===== config.mk =====
export PLATFORM = sky130hd
export DESIGN_NAME = bht_ctrl
export DESIGN_NICKNAME = d
export VERILOG_FILES = /design/src/rtl/bht_ctrl.sv
export SDC_FILE = /design/constraint.sdc
export NUM_CORES = 1
export LEC_CHECK = 0
export CORE_MARGIN = 4
export CORE_UTILIZATION = 35
export DETAILED_ROUTE_END_ITERATION = 8
export SETUP_SLACK_MARGIN = 0.5
export SYNTH_ARGS = -nofsm -noshare
export SYNTH_HDL_FRONTEND = slang
export SYNTH_SLANG_ARGS = --single-unit

===== constraint.sdc =====
create_clock -name clk -period 7.8 [get_ports clk]
set_input_delay 1.17 -clock clk [delete_from_list [all_inputs] [get_ports clk]]
set_output_delay 1.17 -clock clk [all_outputs]
set_load 0.02 [all_outputs]

===== src/rtl/bht_ctrl.sv =====
// bht_ctrl: branch history table of 2-bit saturating counters with init sweep and branch statistics
module bht_ctrl #(
    parameter int         INDEX_BITS = 6,
    parameter logic [1:0] INIT_VAL   = 2'b01
) (
    input  logic        clk,
    input  logic        rstn,
    input  logic        clear,
    input  logic        lookup_valid,
    input  logic [31:0] lookup_pc,
    output logic        predict_valid,
    output logic        predict,
    output logic        ready,
    input  logic        update_valid,
    input  logic [31:0] update_pc,
    input  logic        update_taken,
    input  logic        update_mispredict,
    output logic [31:0] branch_cnt,
    output logic [31:0] miss_cnt
);
    localparam int N = 1 << INDEX_BITS;
    typedef enum logic {INIT, RUN} state_t;
    state_t state, state_nxt;
    logic [INDEX_BITS-1:0] init_idx, init_idx_nxt, lidx, uidx;
    logic [1:0] tbl [N];
    logic [1:0] ucur, unew, lcur;
    logic upd_en, lk_en;
    logic unused_pc_bits;
    assign unused_pc_bits = ^{lookup_pc[31:INDEX_BITS+2], lookup_pc[1:0], update_pc[31:INDEX_BITS+2], update_pc[1:0]};
    assign lidx   = lookup_pc[INDEX_BITS+1:2];
    assign uidx   = update_pc[INDEX_BITS+1:2];
    assign ready  = (state == RUN);
    assign lk_en  = lookup_valid & ready;
    assign upd_en = update_valid & ready & ~clear;
    assign ucur   = tbl[uidx];
    assign unew   = update_taken ? (&ucur ? ucur : ucur + 2'd1) : (~|ucur ? ucur : ucur - 2'd1);
    // write-first: a same-index update this cycle is visible to the lookup
    assign lcur   = (upd_en && uidx == lidx) ? unew : tbl[lidx];
    always_comb begin
        state_nxt    = state;
        init_idx_nxt = init_idx;
        if (clear) begin
            state_nxt    = INIT;
            init_idx_nxt = '0;
        end else if (state == INIT) begin
            init_idx_nxt = init_idx + 1'b1;
            state_nxt    = &init_idx ? RUN : INIT;
        end
    end
    always_ff @(posedge clk or negedge rstn) begin
        if (!rstn) begin
            state         <= INIT;
            init_idx      <= '0;
            predict_valid <= 1'b0;
            predict       <= 1'b0;
            branch_cnt    <= '0;
            miss_cnt      <= '0;
        end else begin
            state         <= state_nxt;
            init_idx      <= init_idx_nxt;
            predict_valid <= lk_en;
            predict       <= lk_en & lcur[1];
            branch_cnt    <= branch_cnt + 32'(ready & update_valid);
            miss_cnt      <= miss_cnt + 32'(ready & update_valid & update_mispredict);
        end
    end
    // table has no reset; the sweep defines its contents
    always_ff @(posedge clk) begin
        if (state == INIT)
            tbl[init_idx] <= INIT_VAL;
        else if (upd_en)
            tbl[uidx] <= unew;
    end
endmodule


==> results by group <==
Status
  – Status: complete, no violations

Placement
  – Placed cell count: about 1100
  – Pre-CTS setup slack: roughly 3 ns
  – Placed inst area: about 10000 um^2
  – Hpwl dp: between 10000 and 15000 um
  – Count of buffers from port buffering: 85
  – RePlAce Congestion: between 0.7 and 0.8

Synth
  – Number of synthesized flops with an enable pin: 128
  – Post-synth top area cell: edfxtp_1
  – Synth Area per Inst: 14.0 um^2
  – Syn Inst Count: 661
  – Top cell type's share of synthesized area: between 40% and 50%
  – Ys async rst share: 36.3%
  – Most used DFF post-synth: edfxtp_1
  – Synth warn: 0
  – Main area contributors after synthesis: edfxtp_1 (42%), dfrtp_1 (20%), mux4_2 (11%)
  – Sequential area share after synthesis: 61.4%
  – Net Count, Synth: ~740
  – Count of different cell masters after synthesis: 49
  – #FFs+latches synth: 201
  – Mapped cell area: 9230 um^2

Power and ir drop
  – Cell-internal power: roughly 0.0018 W
  – Switching Share: 21.2%
  – Cell Pwr Density: 210 nW/um^2
  – Share of power burned in the clock network: 46.9%
  – Comb power frac: 4.8%
  – Sequential power share: about half
  – Leakage Power: 4.31 nW
  – Peak supply drop: 0.144 mV
  – Final Power: 0.00235 W
  – NetSw: 0.000499 W

Routing
  – Vias per cell: 5.32
  – Final wirelength: 21800 um
  – Routed Antenna Nets: 0
  – Initial DRC Count: 662
  – TritonRoute pass-1 iters: 5
  – WL/cell: roughly 20 um
  – Vias after detailed routing: between 5000 and 6000
  – DRC violations left: 0

CTS
  – Clock slew at reported path FFs: 0.06 ns
  – TritonCTS Buffers: 23
  – Skew-Pair Late Insertion Delay: 0.50 ns
  – CTS Hold Bufs: 0
  – Root Driver: clkbuf_16
  – CTS H-tree depth: 1
  – Postcts setup bufs: 0
  – Clk buf depth: 3
  – CTS tree: built
  – Clk sinks: 201
  – CTS resizes: 0

Flow run
  – Max-cap viol count: 0

Timing
  – Final Hold Vio Count: 0
  – Least-Margin Pin Slew: between 1 and 1.5 ns
  – Skew final: 0.00987 ns
  – TNS Setup: 0 ns
  – Unrepaired setup endpoints after global routing: false
  – Max Clock Freq: around 230 MHz
  – Count of final max-slew check failures: 0
  – Slew margin rel.: 28.7%
  – Fin crit period: 4.27 ns
  – Final Cycle Share: 54.7%
  – Setup ws final: around 3.5 ns
  – Count of final setup violators: 0

Die
  – Core Region: ~26000 um^2
  – Die H: 170 um
  – # rows: 59
  – Top Ports: 138
  – Die ar.: 29000 um^2
  – Die Wd: 170 um
  – Starting density of the core: 35.5%

Worst setup path
  – Top delay family on crit path: compound AO/OA/AOI/OAI gates
  – Crit path capture: tbl[57][0]
  – Crit path depth: 9
  – CP endpoint kind: flop
  – Worst R2R Setup Slack: roughly 4.6 ns
  – Startpoint Class: primary input
  – Worst r2r src: tbl[24][0]
  – CP Cell Sequence: clkdlybuf4s50_1, buf_4, mux4_2, o32ai_1, a211oi_1, a211oi_1, a21oi_2, o21ai_4, buf_4
  – WP buf/inv: 3
  – CP peak stage delay: 0.61 ns
  – Crit Path Max Fanout: 36
  – Worst Path Required: roughly 8.1 ns
  – Worst setup path startpoint: update_pc[4]
  – Worst EP arrival: 4.55 ns
  – R2R depth: 7
  – Slowest stage cell, crit path: o21ai_4
  – Critical path class: in -> reg
  – RR Endpoint: tbl[57][0]

Global routing
  – First-pass GRT wire length: 33900 um
  – Total track usage: approximately 15%
  – GRT overflow: 0
  – Largest net degree at the start of global routing: 74
  – Antenna violations before repair: 0
  – Vias in the first global route: 5835

Final layout
  – Post-Layout Cell Count: 1103
  – Nets: 828
  – Area Overhead vs Synth: 21.3%
  – Final instance area: 11200 um^2
  – Number of diodes: 0
  – Layout cells sized above 1: 12.2%

Worst hold path
  – Hold crit path type: reg -> reg
layout make-up:
class / count / area, um^2
Clock buffer: 29 / 598
Clock inverter: 12 / 166
Fill cell: 2389 / 14800
Inverter: 11 / 41.3
Multi-Input combinational cell: 423 / 3400
Sequential cell: 201 / 5670
Tap cell: 335 / 419
Timing Repair Buffer: 92 / 896
registers in the layout, indices dropped and copies added (netlist names):
signal and cells:
predict 1, tbl 128, miss_cnt 32, branch_cnt 32
ready 1, predict_valid 1, init_idx 6
cells in the final DEF (no fill, tap or decap), drive strengths merged, types with 2 or more instances in the layout:
cell and n:
buf 9, nor4 5, clkinvlp 3, o31ai 2, nor2 98, dfrtp 73, a31oi 2, nand2 51
and2 4, mux2i 6, o21ai 8, mux4 52, a211oi 4, o22ai 7, a22oi 6, nand2b 9
edfxtp 128, xnor2 43, and3 11, clkbuf 29, or4 2, nor3b 2, o21a 4, inv 11
nand4 14, or2 2, a21oi 3, or3 4, and4 4, nor2b 8, xor2 28, ha 5
clkdlybuf4s50 83, nand3 27, nor3 5, bufinv 4, clkinv 5
how the worst min path moves through the flow:
stage,from,end,cells after the start
3_5_place_dp,miss_cnt[31],miss_cnt[31],1
3_3_place_gp,miss_cnt[31],miss_cnt[31],1
6_report,miss_cnt[31],miss_cnt[31],1
4_1_cts,miss_cnt[31],miss_cnt[31],1
5_1_grt,branch_cnt[22],branch_cnt[22],1
2_1_floorplan,init_idx[1],init_idx[1],2
Yosys cell counts, drive strengths merged (8+ instances only):
| master | n |
|---|---|
| nand4 | 14 |
| edfxtp | 128 |
| and3 | 11 |
| clkbuf | 17 |
| xor2 | 28 |
| nor2 | 98 |
| nand3 | 27 |
| o21ai | 8 |
| buf | 9 |
| inv | 11 |
| nor2b | 8 |
| nand2b | 9 |
| xnor2 | 43 |
| mux4 | 52 |
| nand2 | 51 |
| dfrtp | 73 |
routing by layer:
layer | wire [um] | up-vias | GRT usage (%) | part of all wire [%]
met4 | 350 | 0 | 3.13 | 1.6
li1 | - | 2643 | - | -
met2 | 10200 | 194 | 23.6 | 47
met5 | 0 | - | 0 | 0
met3 | 1370 | 28 | 2.62 | 6.3
met1 | 9840 | 3004 | 21.6 | 45
stage by stage:
| step | hold slack, ns | utilization, % |
|---|---|---|
| 3_5_place_dp | 0.458 | 40.1 |
| 3_3_place_gp | 0.456 | 40.1 |
| 4_1_cts | 0.468 | 43.1 |
| 6_report | 0.463 | 43.1 |
| 5_1_grt | 0.503 | 43.1 |
| 2_1_floorplan | 0.553 | - |
cells by family after synthesis:
group | share of synthesized area, %
simple gates | 12.5
mux | 13.7
xor+xnor | 6.74
buf+inv | 1.90
flops | 61.4
compound gates | 2.91
fa+ha+maj | 0.786
power by group through the flow:
| stage | clock, W | combinational [W] | sequential [W] |
|---|---|---|---|
| after floorplan | 0 | 0.0000662 | 0.00116 |
| after global placement | 0 | 0.000113 | 0.00116 |
| after detailed placement | 0 | 0.000114 | 0.00116 |
| after CTS | 0.00112 | 0.000114 | 0.00113 |
| after global routing | 0.00117 | 0.000122 | 0.00113 |
| final | 0.00110 | 0.000113 | 0.00113 |
Note: power is estimated with default switching activity, not from simulation.
